<file path="src/rtl/brush_pkg.sv">
// rtl/brush_pkg.sv - stroke state type, palette and border constants for brush_mapper
package brush_pkg;

  typedef enum logic [1:0] {
    ST_IDLE  = 2'b00,
    ST_PAINT = 2'b01,
    ST_ERASE = 2'b10
  } stroke_t;

  // Level driven on every channel for pixels outside the canvas
  localparam logic [7:0] BORDER_LVL = 8'h88;

  // Packed {R,G,B}: magenta, red, green, blue, cyan, yellow, white, orange
  localparam logic [23:0] PALETTE [8] = '{
    24'hFF00FF, 24'hFF0000, 24'h00FF00, 24'h0000FF,
    24'h00FFFF, 24'hFFFF00, 24'hFFFFFF, 24'hFFA500
  };

  // Left button has priority over right when both are held
  function automatic stroke_t next_stroke(input logic left_btn, input logic right_btn);
    if (left_btn)       return ST_PAINT;
    else if (right_btn) return ST_ERASE;
    else                return ST_IDLE;
  endfunction

endpackage

</file>
<file path="src/rtl/brush_dist2.sv">
// rtl/brush_dist2.sv - squared Euclidean distance from signed dx/dy
module brush_dist2 #(
  parameter int COORD_W = 10
) (
  input  logic signed [COORD_W:0]     dx,
  input  logic signed [COORD_W:0]     dy,
  output logic        [2*COORD_W+2:0] dist2
);

  localparam int DW = 2*COORD_W + 3;

  logic signed [DW-1:0] dx_ext, dy_ext, dx_sq, dy_sq;

  // Sign-extend to full result width first so neither square nor sum can overflow
  always_comb begin
    dx_ext = {{(DW-COORD_W-1){dx[COORD_W]}}, dx};
    dy_ext = {{(DW-COORD_W-1){dy[COORD_W]}}, dy};
    dx_sq  = dx_ext * dx_ext;
    dy_sq  = dy_ext * dy_ext;
    dist2  = dx_sq + dy_sq;
  end

endmodule

</file>
<file path="src/rtl/brush_mapper.sv">
// rtl/brush_mapper.sv - 2-stage brush/canvas pixel colour mapper; optional outline ring via BRUSH_RING_EN
module brush_mapper
  import brush_pkg::*;
#(
  parameter int COORD_W    = 10,
  parameter int COLOR_W    = 8,
  parameter int NUM_COLORS = 4,
  parameter int CANVAS_X0  = 100,
  parameter int CANVAS_X1  = 540,
  parameter int CANVAS_Y0  = 100,
  parameter int CANVAS_Y1  = 380
) (
  input  logic               Clk,
  input  logic               Reset,
  input  logic               frame_start,
  input  logic               pix_valid_in,
  input  logic [COORD_W-1:0] DrawX,
  input  logic [COORD_W-1:0] DrawY,
  input  logic [COORD_W-1:0] BrushX,
  input  logic [COORD_W-1:0] BrushY,
  input  logic [COORD_W-1:0] Brush_size,
  input  logic               left_btn,
  input  logic               right_btn,
  input  logic [2:0]         color_sel,
  input  logic [COLOR_W-1:0] RedPrev,
  input  logic [COLOR_W-1:0] GreenPrev,
  input  logic [COLOR_W-1:0] BluePrev,
  output logic [COLOR_W-1:0] Red,
  output logic [COLOR_W-1:0] Green,
  output logic [COLOR_W-1:0] Blue,
  output logic               pix_valid_out,
  output logic [1:0]         stroke_state
);

  localparam int DW = 2*COORD_W + 3;
  localparam logic [COORD_W-1:0] CX0 = COORD_W'(CANVAS_X0);
  localparam logic [COORD_W-1:0] CX1 = COORD_W'(CANVAS_X1);
  localparam logic [COORD_W-1:0] CY0 = COORD_W'(CANVAS_Y0);
  localparam logic [COORD_W-1:0] CY1 = COORD_W'(CANVAS_Y1);
  localparam logic [3:0]         NUM_C = 4'(NUM_COLORS);
  localparam logic [COLOR_W-1:0] ALL_ONES = {COLOR_W{1'b1}};

  stroke_t              state_q, state_d;
  logic [COORD_W-1:0]   size_q, bx_q, by_q;
  logic [2:0]           idx_q;

  logic [COORD_W-1:0]   eff_bx, eff_by, eff_size;
  logic [2:0]           sel_idx, eff_idx;

  logic                 s1_valid, s1_canvas;
  logic signed [COORD_W:0] s1_dx, s1_dy;
  stroke_t              s1_state;
  logic [2:0]           s1_idx;
  logic [COORD_W-1:0]   s1_size;
  logic [COLOR_W-1:0]   s1_r, s1_g, s1_b;

  logic [DW-1:0]        dist2, size_ext, size_sq;
  logic                 in_brush, in_ring;
  logic [23:0]          pal;
  logic [COLOR_W-1:0]   nxt_r, nxt_g, nxt_b;

  // Stroke state register
  always_ff @(posedge Clk) begin
    if (Reset) state_q <= ST_IDLE;
    else       state_q <= state_d;
  end

  // Stroke state only moves on frame boundaries
  always_comb begin
    state_d = state_q;
    if (frame_start) state_d = next_stroke(left_btn, right_btn);
  end

  // Expose current stroke state
  always_comb begin
    stroke_state = state_q;
  end

  // Hold brush geometry and palette index for the whole frame
  always_ff @(posedge Clk) begin
    if (Reset) begin
      size_q <= '0;
      bx_q   <= '0;
      by_q   <= '0;
      idx_q  <= '0;
    end else if (frame_start) begin
      size_q <= Brush_size;
      bx_q   <= BrushX;
      by_q   <= BrushY;
      idx_q  <= sel_idx;
    end
  end

  // A pixel arriving with frame_start already uses the new frame's values
  always_comb begin
    sel_idx  = ({1'b0, color_sel} >= NUM_C) ? 3'd0 : color_sel;
    eff_bx   = frame_start ? BrushX     : bx_q;
    eff_by   = frame_start ? BrushY     : by_q;
    eff_size = frame_start ? Brush_size : size_q;
    eff_idx  = frame_start ? sel_idx    : idx_q;
  end

  // Stage 1: offsets from brush centre, canvas test, and per-pixel context
  always_ff @(posedge Clk) begin
    if (Reset) begin
      s1_valid  <= 1'b0;
      s1_canvas <= 1'b0;
      s1_dx     <= '0;
      s1_dy     <= '0;
      s1_state  <= ST_IDLE;
      s1_idx    <= '0;
      s1_size   <= '0;
      s1_r      <= '0;
      s1_g      <= '0;
      s1_b      <= '0;
    end else begin
      s1_valid  <= pix_valid_in;
      s1_canvas <= (DrawX >= CX0) && (DrawX <= CX1) && (DrawY >= CY0) && (DrawY <= CY1);
      s1_dx     <= {1'b0, DrawX} - {1'b0, eff_bx};
      s1_dy     <= {1'b0, DrawY} - {1'b0, eff_by};
      s1_state  <= state_d;
      s1_idx    <= eff_idx;
      s1_size   <= eff_size;
      s1_r      <= RedPrev;
      s1_g      <= GreenPrev;
      s1_b      <= BluePrev;
    end
  end

  brush_dist2 #(.COORD_W(COORD_W)) u_dist2 (
    .dx    (s1_dx),
    .dy    (s1_dy),
    .dist2 (dist2)
  );

`ifdef BRUSH_RING_EN
  logic [DW-1:0] size_m1, inner_sq;

  // Outline ring: the outermost radius step of the brush disc
  always_comb begin
    size_m1  = DW'(s1_size) - DW'(1);
    inner_sq = size_m1 * size_m1;
    in_ring  = (s1_size != '0) && in_brush && (dist2 > inner_sq);
  end
`else
  // No ring in this build
  always_comb begin
    in_ring = 1'b0;
  end
`endif

  // Stage 2 colour select: border, ring, brush action, else pass-through
  always_comb begin
    size_ext = DW'(s1_size);
    size_sq  = size_ext * size_ext;
    in_brush = (dist2 <= size_sq);
    pal      = PALETTE[s1_idx];
    nxt_r    = s1_r;
    nxt_g    = s1_g;
    nxt_b    = s1_b;
    if (!s1_canvas) begin
      nxt_r = COLOR_W'(BORDER_LVL);
      nxt_g = COLOR_W'(BORDER_LVL);
      nxt_b = COLOR_W'(BORDER_LVL);
    end else if (in_ring) begin
      nxt_r = ALL_ONES;
      nxt_g = ALL_ONES;
      nxt_b = '0;
    end else if (in_brush) begin
      unique case (s1_state)
        ST_PAINT: begin
          nxt_r = COLOR_W'(pal[23:16]);
          nxt_g = COLOR_W'(pal[15:8]);
          nxt_b = COLOR_W'(pal[7:0]);
        end
        ST_ERASE: begin
          nxt_r = '0;
          nxt_g = '0;
          nxt_b = '0;
        end
        default: begin
          nxt_r = ALL_ONES;
          nxt_g = ALL_ONES;
          nxt_b = ALL_ONES;
        end
      endcase
    end
  end

  // Stage 2 output register
  always_ff @(posedge Clk) begin
    if (Reset) begin
      pix_valid_out <= 1'b0;
      Red           <= '0;
      Green         <= '0;
      Blue          <= '0;
    end else begin
      pix_valid_out <= s1_valid;
      Red           <= nxt_r;
      Green         <= nxt_g;
      Blue          <= nxt_b;
    end
  end

endmodule

</file>
<file path="config.mk">
export PLATFORM = sky130hd
export DESIGN_NAME = brush_mapper
export DESIGN_NICKNAME = d
export VERILOG_FILES = /design/src/rtl/brush_pkg.sv /design/src/rtl/brush_dist2.sv /design/src/rtl/brush_mapper.sv
export SDC_FILE = /design/constraint.sdc
export NUM_CORES = 1
export LEC_CHECK = 0
export BUFFER_PORTS_ARGS = -buffer_cell sky130_fd_sc_hd__clkbuf_2
export CAP_MARGIN = 20
export CELL_PAD_IN_SITES_DETAIL_PLACEMENT = 0
export CELL_PAD_IN_SITES_GLOBAL_PLACEMENT = 1
export CORE_AREA = 2 2 185 187
export CTS_CLUSTER_SIZE = 24
export DETAILED_ROUTE_END_ITERATION = 7
export DIE_AREA = 0 0 187 189
export GPL_ROUTABILITY_DRIVEN = 0
export GPL_TIMING_DRIVEN = 0
export PLACE_DENSITY_LB_ADDON = 0.1
export SKIP_LAST_GASP = 1
export SYNTH_ARGS = -nofsm -noshare
export SYNTH_HDL_FRONTEND = slang
export SYNTH_HIERARCHICAL = 1
export SYNTH_SLANG_ARGS = --single-unit
</file>
<file path="constraint.sdc">
create_clock -name Clk -period 16.64 [get_ports Clk]
set_clock_uncertainty 0.05 [all_clocks]
set_input_delay 4.992 -clock Clk [delete_from_list [all_inputs] [get_ports Clk]]
set_output_delay 4.992 -clock Clk [all_outputs]
set_load 0.02 [all_outputs]
</file>
### Word level (Yosys, flattened, before mapping)

Memories as Yosys holds them, arrays and structs flattened.
Cells that the tools add are included.

| storage, ports and cells | value |
|---|---|
| input bits | 83 |
| memories | 1 |
| memory bits (read-only) | 192 |
| register bits after elaboration | 108 |

Memories:

| memory | depth | width | read ports | clocked after Yosys merged registers in | write ports | RTL line | text |
|---|---|---|---|---|---|---|---|
| (name not given) | 8 | 24 | 1 | 0 | 0 | brush_mapper.sv:157 | `pal = PALETTE[s1_idx];` |

| operators by class | value |
|---|---|
| reductions and logical operators | 4 |
| order comparisons | 7 |
| bitwise gates (word level) | 2 |
| mux-type cells | 16 |
| $mul | 3 |
| equal/unequal tests | 2 |
| add/sub/neg operators | 3 |

Operator list:

| cell | count |
|---|---|
| 24-bit 2-to-1 mux | 2 |
| 8-bit 2-to-1 mux | 6 |
| 8-bit case mux with 2 select lines | 3 |
| 11-bit by 11-bit multiplier with 22-bit output | 2 |
| 23-bit adder | 1 |
| 23-bit by 20-bit <= comparator with 1-bit output | 1 |
| 10-bit by 10-bit subtractor with 11-bit output | 2 |
| 10-bit by 7-bit greater-or-equal comparator with 1-bit output (second input constant) | 2 |
| 10-bit by 10-bit multiplier with 20-bit output | 1 |
| 10-bit 2-to-1 mux | 2 |
| 10-bit <= comparator (second input constant) | 1 |
| 10-bit by 9-bit <= comparator with 1-bit output (second input constant) | 1 |
| 4-bit greater-or-equal comparator (second input constant) | 1 |
| 2-bit 2-to-1 mux | 2 |
| 3-bit inverter with 4-bit output | 1 |
| 3-bit greater-or-equal comparator (second input constant) | 1 |
| 1-bit logical AND | 3 |
| 3-bit 2-to-1 mux | 1 |
| 2-bit by 1-bit equality test with 1-bit output (second input constant) | 1 |
| 2-bit equality test (second input constant) | 1 |
| 2-bit OR reduction | 1 |
| 1-bit inverter | 1 |

### Longest topological paths before layout

Gate-level depths: netlist of run 1.

| logic depth | value |
|---|---|
| word-level depth | 7 |
| gate-level depth with buffers | 32 |
| mapped depth without buffers | 30 |

### Cells and area by module

Netlist of run 1, hierarchy kept.

Modules (own cells, without submodules):

| module | sequential area each (um^2) | instances | area an instance (um^2) | cells each |
|---|---|---|---|---|
| brush_dist2 | 0.0 | 1 | 8891.0 | 931 |
| brush_mapper | 2162.1 | 1 | 7576.0 | 823 |

### Least setup slack after synthesis of run 1

Ideal clock, no wire load.

| path | value |
|---|---|
| kind | reg-to-reg |
| start | register s1_dy[10] |
| end | register Blue[2] |
| setup slack | 8616 ps |
| cell stages (with the launch flop) | 30 |
| data arrival time | 7847 ps |
| setup time | 126 ps |
| path buffers | 3 |
| cell sequence | dfxtp_1 -> clkbuf_1 -> nand2_1 -> inv_1 -> fa_1 -> inv_1 -> fa_1 -> inv_1 -> fa_1 -> fa_1 -> fa_1 -> fa_1 -> inv_1 -> fa_1 -> inv_1 -> ha_1 -> o21a_1 -> nor2_1 -> a31oi_4 -> a311oi_4 -> mux2i_1 -> nand2_1 -> ha_1 -> nand3_1 -> nor4_1 -> a221o_1 -> buf_6 -> o21a_1 -> buf_2 -> o22ai_1 |

| on the way | value |
|---|---|
| longest elaborated chain between the ends | 4 |

RTL lines:

| item | RTL line | text |
|---|---|---|
| start, declared | brush_mapper.sv:51 | `logic signed [COORD_W:0] s1_dx, s1_dy;` |
| start signal, assigned | brush_mapper.sv:120 | `s1_dy <= {1'b0, DrawY} - {1'b0, eff_by};` |
| 11-bit by 11-bit multiplier with 22-bit output | brush_dist2.sv:19 | `dy_sq = dy_ext * dy_ext;` |
| 23-bit adder | brush_dist2.sv:20 | `dist2 = dx_sq + dy_sq;` |
| via dist2[19] | brush_mapper.sv:57 | `logic [DW-1:0] dist2, size_ext, size_sq;` |
| 23-bit by 20-bit <= comparator with 1-bit output | brush_mapper.sv:156 | `in_brush = (dist2 <= size_sq);` |
| 8-bit 2-to-1 mux | brush_mapper.sv:169 | `end else if (in_brush) begin` |
| end signal, assigned | brush_mapper.sv:201 | `Blue <= nxt_b;` |
| end, declared | brush_mapper.sv:30 | `output logic [COLOR_W-1:0] Blue,` |

The timed path passes the listed nets, and every way through them passes these cells.
A chain may end at the register's enable or synchronous reset.

### Final worst setup path of run 1

| path | value |
|---|---|
| start | register s1_dy[10] |
| end | register Blue[5] |

Same word-level chain as after synthesis.

==> insert_results.sql, run 1 <==
INSERT INTO impl_metrics (metric_group, metric, value, unit) VALUES
('logic_synthesis', 'yosys_warnings', '6', ''),
('global_route', 'globalRouteTotalUtil', '0.2180', ''),
('hold_path', 'hold_path_class', 'reg -> reg', ''),
('logic_synthesis', 'complex_gate_fraction_of_the_synthesized_area', '0.08176', ''),
('clocking', 'cts_tree', 'yes', ''),
('clocking', 'cts_sinks', '108', ''),
('logic_synthesis', 'postSynthCellCount', '1754', ''),
('clocking', 'clk-insertion-delay-late', '0.36', 'ns'),
('floorplan', 'placeableCoreArea', '0.03328', 'mm^2'),
('routing', 'dr.first_iter.drc_count', '501', ''),
('floorplan', 'start_util', '0.4948', ''),
('global_route', 'first_global_vias', '12290', ''),
('worst_setup_path', 'cell_seen_most_often_among_critical_path_stages', 'sky130_fd_sc_hd__fa_1', ''),
('final_layout', 'syn_to_final_growth', '8.594', '%'),
('clocking', 'cts_resized', '0', ''),
('sta', 'finalMaxSlewViolations', '0', ''),
('worst_setup_path', 'r2r_setup_slack', '7.15', 'ns'),
('floorplan', 'die-area', '0.03534', 'mm^2'),
('worst_setup_path', 'worst_setup_path_start_kind', 'register', ''),
('clocking', 'cts-buffers-inserted', '9', ''),
('logic_synthesis', 'post_synth_main_area_contributors', 'sky130_fd_sc_hd__fa_1, sky130_fd_sc_hd__ha_1, sky130_fd_sc_hd__dfxtp_1, sky130_fd_sc_hd__inv_1, sky130_fd_sc_hd__nand2_1', ''),
('sta', 'worst_hold_slack', '0.3855', 'ns'),
('worst_setup_path', 'regToRegEndpoint', 'Blue[5]$_SDFF_PP0_', ''),
('logic_synthesis', 'synth_area_leader_cell', 'sky130_fd_sc_hd__fa_1', ''),
('logic_synthesis', 'yosysSeqAreaShare', '0.1313', ''),
('sta', 'setup_total_negative_slack', '0', 'ns'),
('routing', 'detailed_router_iteration_count_before_antenna_repair', '7', ''),
('clocking', 'root_buffer', 'sky130_fd_sc_hd__clkbuf_16', ''),
('routing', 'wirelength', '36550', 'um'),
('worst_setup_path', 'worst-endpoint-required', '16.82', 'ns'),
('flow_run', 'max_cap_viol_count', '0', ''),
('worst_setup_path', 'path_class', 'reg -> reg', ''),
('run_status', 'run_status', 'complete, no violations', ''),
('sta', 'fin_crit', '9.491', 'ns'),
('global_route', 'antenna_found_initial', '2', ''),
('logic_synthesis', 'netlist_area', '0.01647', 'mm^2'),
('final_layout', 'finalNetCount', '2432', ''),
('worst_setup_path', 'ff2ff_path_depth', '28', ''),
('placement', 'port-buffer-count', '108', ''),
('routing', 'post_drt_wl_per_cell', '15.71', 'um'),
('sta', 'timing_worst_slew_pin_value', '0.8617', 'ns'),
('routing', 'vias', '11686', ''),
('logic_synthesis', 'synthAdderAreaFrac', '0.4948', ''),
('logic_synthesis', 'ys_async_rst_share', '0', ''),
('final_layout', 'drive_gt1_frac', '0.08147', ''),
('clocking', 'clock_tree_buf_depth', '2', ''),
('placement', 'post_dp_hpwl', '31790', 'um'),
('hold_path', 'worst_hold_path.num_cells', '2', ''),
('routing', 'detail-route-antenna-nets', '0', ''),
('floorplan', 'horiz_die_dim', '187', 'um'),
('hold_path', 'timing.hold.worst_endpoint', 'Red[1]$_SDFF_PP0_', ''),
('logic_synthesis', 'synth-edff-count', '0', ''),
('worst_setup_path', 'critical-path-max-stage-delay', '0.68', 'ns'),
('final_layout', 'post-route-util', '0.5373', ''),
('floorplan', 'ioPinCount', '110', ''),
('final_layout', 'fill_cells', '3211', ''),
('logic_synthesis', 'avgSynthCellArea', '9.388', 'um^2'),
('floorplan', 'floorplan.die.height', '189', 'um'),
('global_route', 'grt_start_max_net_pins', '23', ''),
('worst_setup_path', 'critPathSlowestCell', 'sky130_fd_sc_hd__dfxtp_1', ''),
('sta', 'max_slew_margin', '0.4255', ''),
('global_route', 'overflow', '0', ''),
('logic_synthesis', 'post_synth_mux_area_share', '0.02416', ''),
('hold_path', 'min-delay-start', 's1_r[1]$_SDFF_PP0_', ''),
('routing', 'routed_via_density', '5.024', ''),
('logic_synthesis', 'combinational_family_with_the_most_area_after_synthesis', 'adder cells', ''),
('sta', 'fmax', '105.4', 'MHz'),
('clocking', 'postCtsHoldBufs', '0', ''),
('sta', 'count_of_endpoints_failing_setup_in_the_final_report', '0', ''),
('sta', 'period_share', '0.5704', ''),
('worst_setup_path', 'cp-end-kind', 'register', '');
-- critical path: cells and delay by family, from the launching register on --
kind	cells	cell delay, ns
buffers and inverters	8	1.57
AND/OR/NAND/NOR	4	1.16
multiplexers	1	0.22
adder cells (fa/ha/maj)	9	4.11
flip-flops	1	0.68
AO/OA/AOI/OAI	6	1.54
-- state kept, by name (all words and copies together), names as in the netlist --
name           count
Red                8
pix_valid_out      1
Green              8
s1_canvas          1
s1_b               8
s1_idx             3
s1_r               8
by_q              10
s1_size           10
s1_g               8
bx_q              10
s1_dx             11
Blue               8
s1_valid           1
s1_dy             11
s1_state           2
-- cells in the mapped netlist (5+ instances only) --
master,number
sky130_fd_sc_hd__inv_1,406
sky130_fd_sc_hd__fa_1,292
sky130_fd_sc_hd__ha_1,184
sky130_fd_sc_hd__nand2_1,122
sky130_fd_sc_hd__dfxtp_1,108
sky130_fd_sc_hd__nor2_1,84
sky130_fd_sc_hd__and2_1,69
sky130_fd_sc_hd__nor2b_1,61
sky130_fd_sc_hd__clkbuf_1,44
sky130_fd_sc_hd__xnor2_1,41
sky130_fd_sc_hd__a21oi_1,40
sky130_fd_sc_hd__mux2i_1,33
sky130_fd_sc_hd__nor3_1,27
sky130_fd_sc_hd__a21o_1,22
sky130_fd_sc_hd__o22ai_1,22
sky130_fd_sc_hd__o21a_1,20
sky130_fd_sc_hd__o21ai_0,20
sky130_fd_sc_hd__nand2b_1,16
sky130_fd_sc_hd__xor2_1,14
sky130_fd_sc_hd__and3_1,10
sky130_fd_sc_hd__nand3_1,9
sky130_fd_sc_hd__nor3b_1,8
sky130_fd_sc_hd__a2111oi_0,6
sky130_fd_sc_hd__mux2_2,6
sky130_fd_sc_hd__buf_1,5
sky130_fd_sc_hd__nand3b_1,5
sky130_fd_sc_hd__o211ai_1,5
-- metal layers --
layer	vias to the layer above	GRT usage	share of wire
met3	35	0.03133	0.043
li1	5688	-	-
met2	205	0.3670	0.48
met5	-	0	0.00033
met1	5756	0.3022	0.46
met4	2	0.04335	0.017
-- through the flow --
step / cell area (um^2) / worst slack [ns] / std cells
after floorplan: 16470 / 8.616 / 1754
after global placement: 17570 / 7.196 / 2310
after detailed placement: 17570 / 7.202 / 2310
after CTS: 17880 / 7.130 / 2326
after global routing: 17880 / 6.454 / 2326
final: 17880 / 7.149 / 2326
-- logic make-up after synthesis --
group / after synthesis
flops: 108
buf+inv: 459
compound gates: 185
simple gates: 432
mux: 39
xor+xnor: 55
fa+ha+maj: 476
-- how the worst max path moves through the flow --
stage	end	cells after the start	from
floorplan	Blue[2]$_SDFF_PP0_	29	s1_dy[10]$_SDFF_PP0_
global placement	Green[7]$_SDFF_PP0_	27	s1_dy[10]$_SDFF_PP0_
detailed placement	Green[0]$_SDFF_PP0_	28	s1_dy[10]$_SDFF_PP0_
CTS	Green[7]$_SDFF_PP0_	27	s1_dy[10]$_SDFF_PP0_
global route	Red[5]$_SDFF_PP0_	27	s1_dy[10]$_SDFF_PP0_
finish	Blue[5]$_SDFF_PP0_	28	s1_dy[10]$_SDFF_PP0_
-- cells in the final DEF, fill, tap and decap left out, types with 22 or more instances in the layout --
| cell type | netlist | final |
|---|---|---|
| sky130_fd_sc_hd__ha_1 | 184 | 184 |
| sky130_fd_sc_hd__nor2b_1 | 61 | 61 |
| sky130_fd_sc_hd__inv_1 | 406 | 406 |
| sky130_fd_sc_hd__nor2_1 | 84 | 84 |
| sky130_fd_sc_hd__and2_1 | 69 | 69 |
| sky130_fd_sc_hd__dfxtp_1 | 108 | 108 |
| sky130_fd_sc_hd__xnor2_1 | 41 | 41 |
| sky130_fd_sc_hd__nor3_1 | 27 | 27 |
| sky130_fd_sc_hd__fa_1 | 292 | 292 |
| sky130_fd_sc_hd__clkbuf_2 | 0 | 108 |
| sky130_fd_sc_hd__o22ai_1 | 22 | 22 |
| sky130_fd_sc_hd__a21o_1 | 22 | 22 |
| sky130_fd_sc_hd__nand2_1 | 122 | 122 |
| sky130_fd_sc_hd__clkbuf_1 | 44 | 44 |
| sky130_fd_sc_hd__a21oi_1 | 40 | 40 |
| sky130_fd_sc_hd__mux2i_1 | 33 | 33 |
-- final cells by class --
class / count / area, um^2 / area share
Buffer: 53 / 222.7 / 0.01245
Clock buffer: 9 / 225.2 / 0.01259
Clock inverter: 7 / 88.84 / 0.004968
Inverter: 406 / 1524 / 0.08522
Multi-Input combinational cell: 1187 / 12560 / 0.7023
Sequential cell: 108 / 2162 / 0.1209
Tap cell: 448 / 560.5 / 0.03135
Timing Repair Buffer: 108 / 540.5 / 0.03023
Power of run 1 is left out: the tool's default activity adds up to more than one toggle a clock period on the data nets, which glitch-free logic cannot reach.
==> run 2: changes to the inputs <==
Settings changed: ABC_AREA set to 1, CORE_AREA 2 2 185 187 to 2 2 202 204, DIE_AREA 0 0 187 189 to 0 0 204 206.
Clock period 16.64 ns to 8.2 ns, I/O delays scaled along.
==> insert_results.sql, run 2 <==
INSERT INTO impl_metrics (metric_group, metric, value, unit) VALUES
('flow_run', 'max_cap_viol_count', '0', ''),
('final_layout', 'drive_gt1_frac', '0.1027', ''),
('floorplan', 'ioPinCount', '110', ''),
('routing', 'detail-route-antenna-nets', '0', ''),
('clocking', 'clock_tree_buf_depth', '2', ''),
('global_route', 'grt_start_max_net_pins', '24', ''),
('sta', 'finalHoldViolations', '0', ''),
('sta', 'timing_worst_slew_pin_value', '0.7014', 'ns'),
('sta', 'count_of_endpoints_failing_setup_in_the_final_report', '0', ''),
('logic_synthesis', 'most_frequent_cell_after_synthesis', 'sky130_fd_sc_hd__inv_1', ''),
('global_route', 'antenna_found_initial', '1', ''),
('worst_setup_path', 'critical_path_data_arrival_time', '8.09', 'ns'),
('routing', 'detailed_router_iteration_count_before_antenna_repair', '5', ''),
('sta', 'max_slew_margin', '0.5324', ''),
('global_route', 'globalRouteTotalUtil', '0.2016', ''),
('logic_synthesis', 'post-synth-top-area-fraction', '0.3467', ''),
('final_layout', 'most_frequent_cells_in_the_layout', 'sky130_fd_sc_hd__inv_1, sky130_fd_sc_hd__nand2_1, sky130_fd_sc_hd__fa_1, sky130_fd_sc_hd__ha_1, sky130_fd_sc_hd__nor2_1', ''),
('sta', 'fmax', '127.3', 'MHz'),
('final_layout', 'finalNetCount', '2784', ''),
('worst_setup_path', 'worst_setup_path_start_kind', 'register', ''),
('sta', 'fin_crit', '7.853', 'ns'),
('placement', 'port-buffer-count', '109', ''),
('clocking', 'cts-buffers-inserted', '9', ''),
('worst_setup_path', 'path_max_fanout', '10', ''),
('logic_synthesis', 'avgSynthCellArea', '8.064', 'um^2'),
('logic_synthesis', 'synth-edff-count', '0', ''),
('routing', 'routed_via_density', '4.667', ''),
('logic_synthesis', 'yosysSeqAreaShare', '0.1282', ''),
('run_status', 'run_status', 'complete, no violations', ''),
('global_route', 'first_global_vias', '13344', ''),
('logic_synthesis', 'post_synth_main_area_contributors', 'sky130_fd_sc_hd__fa_1, sky130_fd_sc_hd__ha_1, sky130_fd_sc_hd__dfxtp_1, sky130_fd_sc_hd__inv_1, sky130_fd_sc_hd__nand2_1', ''),
('logic_synthesis', 'synth_nets', '2650', ''),
('routing', 'dr.first_iter.drc_count', '523', ''),
('final_layout', 'layout_commonest_cell', 'sky130_fd_sc_hd__inv_1', ''),
('final_layout', 'syn_to_final_growth', '10.79', '%'),
('placement', 'placed_area', '0.01807', 'mm^2'),
('global_route', 'overflow', '0', ''),
('clocking', 'h-tree-depth', '3', ''),
('routing', 'drc', '0', ''),
('worst_setup_path', 'cp-end-kind', 'register', ''),
('logic_synthesis', 'ys_dominant_reg_cell', 'sky130_fd_sc_hd__dfxtp_1', ''),
('global_route', 'grt_first_pass_wirelength', '66810', 'um'),
('clocking', 'clk-insertion-delay-late', '0.36', 'ns'),
('logic_synthesis', 'ys_async_rst_share', '0', ''),
('worst_setup_path', 'worst-endpoint-required', '8.44', 'ns'),
('logic_synthesis', 'yosys_warnings', '6', ''),
('final_layout', 'layout_top_registers', 's1_dx x11, s1_dy x11', ''),
('final_layout', 'final_area', '0.01868', 'mm^2'),
('final_layout', 'instances_no_fill', '2763', ''),
('placement', 'place.detailed.instances', '2732', ''),
('floorplan', 'start_util', '0.4196', ''),
('floorplan', 'die-area', '0.04202', 'mm^2'),
('floorplan', 'std_cell_rows', '74', ''),
('logic_synthesis', 'synth.lib_cells_used.distinct', '43', ''),
('logic_synthesis', 'postSynthCellCount', '2091', ''),
('floorplan', 'placeableCoreArea', '0.04018', 'mm^2'),
('worst_setup_path', 'cell_seen_most_often_among_critical_path_stages', 'sky130_fd_sc_hd__fa_1', ''),
('clocking', 'root_buffer', 'sky130_fd_sc_hd__clkbuf_16', ''),
('sta', 'period_share', '0.9577', ''),
('hold_path', 'hold_path_class', 'reg -> reg', ''),
('clocking', 'cts_tree', 'yes', ''),
('logic_synthesis', 'netlist_top_cells_count', 'sky130_fd_sc_hd__inv_1, sky130_fd_sc_hd__nand2_1, sky130_fd_sc_hd__fa_1', ''),
('floorplan', 'floorplan.die.height', '206', 'um'),
('sta', 'finalMaxSlewViolations', '0', ''),
('logic_synthesis', 'synth.ff_latch_count', '108', ''),
('final_layout', 'fill_cells', '4126', ''),
('logic_synthesis', 'netlist_area', '0.01686', 'mm^2'),
('worst_setup_path', 'path_class', 'reg -> reg', ''),
('routing', 'post_drt_wl_per_cell', '14.60', 'um'),
('routing', 'vias', '12896', ''),
('worst_setup_path', 'critPathSlowestCell', 'sky130_fd_sc_hd__fa_1', ''),
('clocking', 'path_clk_slew', '0.09', 'ns'),
('clocking', 'cts_sinks', '108', ''),
('worst_setup_path', 'critical-path-max-stage-delay', '0.59', 'ns'),
('placement', 'post_dp_hpwl', '35660', 'um'),
('floorplan', 'horiz_die_dim', '204', 'um'),
('routing', 'wirelength', '40330', 'um'),
('logic_synthesis', 'synth_area_leader_cell', 'sky130_fd_sc_hd__fa_1', '');
## run 2: per-stage QoR
step,setup WS (ns),TNS [ns],util,hold slack [ns]
after floorplan,0.8960,0,-,0.3383
after global placement,-0.6964,-14.87,0.4498,0.3407
after detailed placement,-0.7382,-15.91,0.4498,0.3522
after CTS,0.07507,0,0.4603,0.3660
after global routing,-0.004603,-0.007466,0.4649,0.3947
final,0.3466,0,0.4649,0.3557
## run 2: cell families (layout without fill, tap and decap cells)
kind of cell             after synthesis  after routing  synth area share
AND/OR/NAND/NOR                      635            636            0.1555
buffers and inverters                622            760            0.1396
adder cells (fa/ha/maj)              476            476            0.4832
AO/OA/AOI/OAI                        193            193           0.06262
flip-flops                           108            108            0.1282
XOR/XNOR                              41             41           0.02130
multiplexers                          16             16          0.009497
other                                  0              1                 0
## run 2: final cells by class
type | instances | area (um^2) | share of cell area
well taps | 532 | 665.6 | 0.03563
diodes | 1 | 2.502 | 0.0001339
repair buffers | 126 | 673.1 | 0.03603
plain buffers | 49 | 259.0 | 0.01386
clock buffers | 9 | 225.2 | 0.01206
multi-input cells | 1362 | 12430 | 0.6656
flip-flops and latches | 108 | 2182 | 0.1168
inverters | 569 | 2143 | 0.1147
clock inverters | 7 | 96.34 | 0.005157
## run 2: layer usage
layer	vias up	global-route usage	routed length, um
li1	6478	-	-
met1	6195	0.2745	18610
met2	198	0.3484	19590
met3	25	0.02444	1615
met4	0	0.03675	519
met5	-	0	0
## run 2: repair_timing
action                                 in CTS  in global routing
cloned                                      0                  1
pin swaps                                   0                  6
endpoints found under the hold margin       0                  0
setup buffers                               5                 12
setup endpoints to repair                  24                 24
hold buffers                                0                  0
gates resized for setup                    33                 56
## run 2: worst paths after layout
check / start / to / slack, ns / cells after the start
max: s1_dy[7]$_SDFF_PP0_ / Green[5]$_SDFF_PP0_ / 0.35 / 30
min reg2reg: s1_valid$_SDFF_PP0_ / pix_valid_out$_SDFF_PP0_ / 0.36 / 2
min: s1_valid$_SDFF_PP0_ / pix_valid_out$_SDFF_PP0_ / 0.36 / 2
max reg2reg: s1_dy[7]$_SDFF_PP0_ / Green[5]$_SDFF_PP0_ / 0.35 / 30
## run 2: worst max-delay path: cells and delay by family (launching register included)
family | cells | cell delay [ns]
DFF | 1 | 0.47
AOI/OAI and AO/OA | 2 | 0.35
and+or+nand+nor | 14 | 2.05
buffers and inverters | 6 | 0.67
adders and majority gates | 8 | 4.21
Power of run 2 is left out for the same reason.
==> run 3: changes to the inputs <==
Settings changed: ABC_AREA 1 to not set, CORE_AREA 2 2 202 204 to 2 2 195 197, DIE_AREA 0 0 204 206 to 0 0 197 199.
==> insert_results.sql, run 3 (synthesis results as in run 1) <==
INSERT INTO impl_metrics (metric_group, metric, value, unit) VALUES
('clocking', 'root_buffer', 'sky130_fd_sc_hd__clkbuf_16', ''),
('worst_setup_path', 'critical-path-max-stage-delay', '0.55', 'ns'),
('sta', 'worst_hold_slack', '0.3936', 'ns'),
('final_layout', 'fill_cells', '3550', ''),
('routing', 'post_drt_wl_per_cell', '16.26', 'um'),
('sta', 'finalHoldViolations', '0', ''),
('final_layout', 'multi_input_area', '0.01282', 'mm^2'),
('final_layout', 'layout_top_registers', 's1_dx x11, s1_dy x11', ''),
('final_layout', 'layout_commonest_cell', 'sky130_fd_sc_hd__inv_1', ''),
('placement', 'post_dp_hpwl', '33150', 'um'),
('sta', 'max_slew_margin', '0.3845', ''),
('final_layout', 'finalNetCount', '2466', ''),
('clocking', 'h-tree-depth', '3', ''),
('worst_setup_path', 'worstPathBufferInverterCount', '10', ''),
('floorplan', 'ioPinCount', '110', ''),
('global_route', 'overflow', '0', ''),
('clocking', 'clock_tree_buf_depth', '2', ''),
('run_status', 'run_status', 'complete, no violations', ''),
('final_layout', 'drive_gt1_frac', '0.1386', ''),
('global_route', 'globalRouteTotalUtil', '0.2073', ''),
('sta', 'fin_crit', '7.908', 'ns'),
('floorplan', 'std_cell_rows', '71', ''),
('routing', 'detailed_router_iteration_count_before_antenna_repair', '4', ''),
('routing', 'detail-route-antenna-nets', '0', ''),
('global_route', 'grt_first_pass_wirelength', '63230', 'um'),
('placement', 'port-buffer-count', '108', ''),
('worst_setup_path', 'worst-endpoint-required', '8.44', 'ns'),
('floorplan', 'horiz_die_dim', '197', 'um'),
('worst_setup_path', 'critical_path_data_arrival_time', '8.15', 'ns'),
('hold_path', 'hold_path_class', 'reg -> reg', ''),
('final_layout', 'antenna_cells_inserted', '0', ''),
('worst_setup_path', 'worst_setup_path_start_kind', 'register', ''),
('sta', 'count_of_endpoints_failing_setup_in_the_final_report', '0', ''),
('sta', 'finalMaxSlewViolations', '0', ''),
('final_layout', 'sequential_cell_area', '0.002213', 'mm^2'),
('global_route', 'grt_start_max_net_pins', '22', ''),
('final_layout', 'most_frequent_cells_in_the_layout', 'sky130_fd_sc_hd__inv_1, sky130_fd_sc_hd__fa_1, sky130_fd_sc_hd__ha_1, sky130_fd_sc_hd__nand2_1, sky130_fd_sc_hd__clkbuf_2', ''),
('global_route', 'antenna_found_initial', '2', ''),
('worst_setup_path', 'path_max_fanout', '10', ''),
('clocking', 'cts_tree', 'yes', ''),
('sta', 'period_share', '0.9644', ''),
('routing', 'dr.first_iter.drc_count', '390', ''),
('worst_setup_path', 'path_class', 'reg -> reg', ''),
('routing', 'vias', '11814', ''),
('clocking', 'path_clk_slew', '0.08', 'ns'),
('clocking', 'cts-buffers-inserted', '9', ''),
('sta', 'timing_worst_slew_pin_value', '0.9233', 'ns'),
('floorplan', 'start_util', '0.4435', ''),
('routing', 'drc', '0', ''),
('clocking', 'cts_sinks', '108', ''),
('routing', 'wirelength', '38790', 'um'),
('sta', 'fmax', '126.5', 'MHz'),
('floorplan', 'placeableCoreArea', '0.03713', 'mm^2'),
('worst_setup_path', 'critPathSlowestCell', 'sky130_fd_sc_hd__fa_1', ''),
('final_layout', 'post-route-util', '0.5034', ''),
('worst_setup_path', 'cpLargestDelayFamily', 'adder cells', ''),
('clocking', 'clk-insertion-delay-late', '0.36', 'ns'),
('floorplan', 'floorplan.die.height', '199', 'um'),
('global_route', 'first_global_vias', '12401', ''),
('worst_setup_path', 'cell_seen_most_often_among_critical_path_stages', 'sky130_fd_sc_hd__fa_1', ''),
('worst_setup_path', 'cp-end-kind', 'register', ''),
('routing', 'routed_via_density', '4.951', ''),
('floorplan', 'die-area', '0.03920', 'mm^2'),
('final_layout', 'syn_to_final_growth', '13.52', '%'),
('flow_run', 'max_cap_viol_count', '0', '');
## run 3: cell count changes in the layout (fill, tap and decap cells not counted), moves of 61 or more
cell / delta
sky130_fd_sc_hd__a21oi_1: -62
sky130_fd_sc_hd__nand2_1: -251
sky130_fd_sc_hd__inv_1: -163
sky130_fd_sc_hd__and2_1: +68
sky130_fd_sc_hd__nand3_1: -62
sky130_fd_sc_hd__nor2b_1: +61
## run 3: worst paths after layout
| kind | slack [ns] | cells after the start | end | start |
|---|---|---|---|---|
| max | 0.29 | 30 | Red[0]$_SDFF_PP0_ | s1_dy[10]$_SDFF_PP0_ |
| min | 0.39 | 2 | Red[6]$_SDFF_PP0_ | s1_r[6]$_SDFF_PP0_ |
| max reg2reg | 0.29 | 30 | Red[0]$_SDFF_PP0_ | s1_dy[10]$_SDFF_PP0_ |
| min reg2reg | 0.39 | 2 | Red[6]$_SDFF_PP0_ | s1_r[6]$_SDFF_PP0_ |
## run 3: cell type report
class | instances | area share
multi-input combinational | 1187 | 0.6859
sequential | 108 | 0.1184
inverter | 406 | 0.08213
timing repair buffer | 146 | 0.04471
tap | 474 | 0.03173
buffer | 49 | 0.01968
clock buffer | 9 | 0.01205
clock inverter | 7 | 0.005355
## run 3: stage by stage
stage	setup TNS (ns)	std cells	setup slack, ns	cell area (um^2)
after global routing	-0.03607	2386	-0.009282	18690
after detailed placement	-32.35	2336	-1.389	17600
final	0	2386	0.2921	18690
after global placement	-31.28	2336	-1.359	17600
after CTS	0	2361	0.007280	18160
after floorplan	0	1754	0.1763	16470
## run 3: tightest hold or removal path, stage by stage, from the launching register on
cell                      delay (ns)
sky130_fd_sc_hd__dfxtp_1        0.31
sky130_fd_sc_hd__inv_1          0.04
sky130_fd_sc_hd__o22ai_1        0.05
## run 3: timing repair
item                                   4_1_cts  5_1_grt
cloned                                       0        1
pin swaps                                    7       29
resized for setup                           60      114
endpoints found under the hold margin        0        0
hold buffers                                 0        0
setup endpoints to repair                   24       24
setup buffers                               12       25
## run 3: routing by layer
layer / share of wire / global-route usage / wire length (um)
met5: 0.00028 / 0 / 11
met4: 0.010 / 0.02840 / 399
met2: 0.48 / 0.3514 / 18710
met1: 0.47 / 0.2878 / 18070
met3: 0.041 / 0.03204 / 1604
Power of run 3 is left out for the same reason.
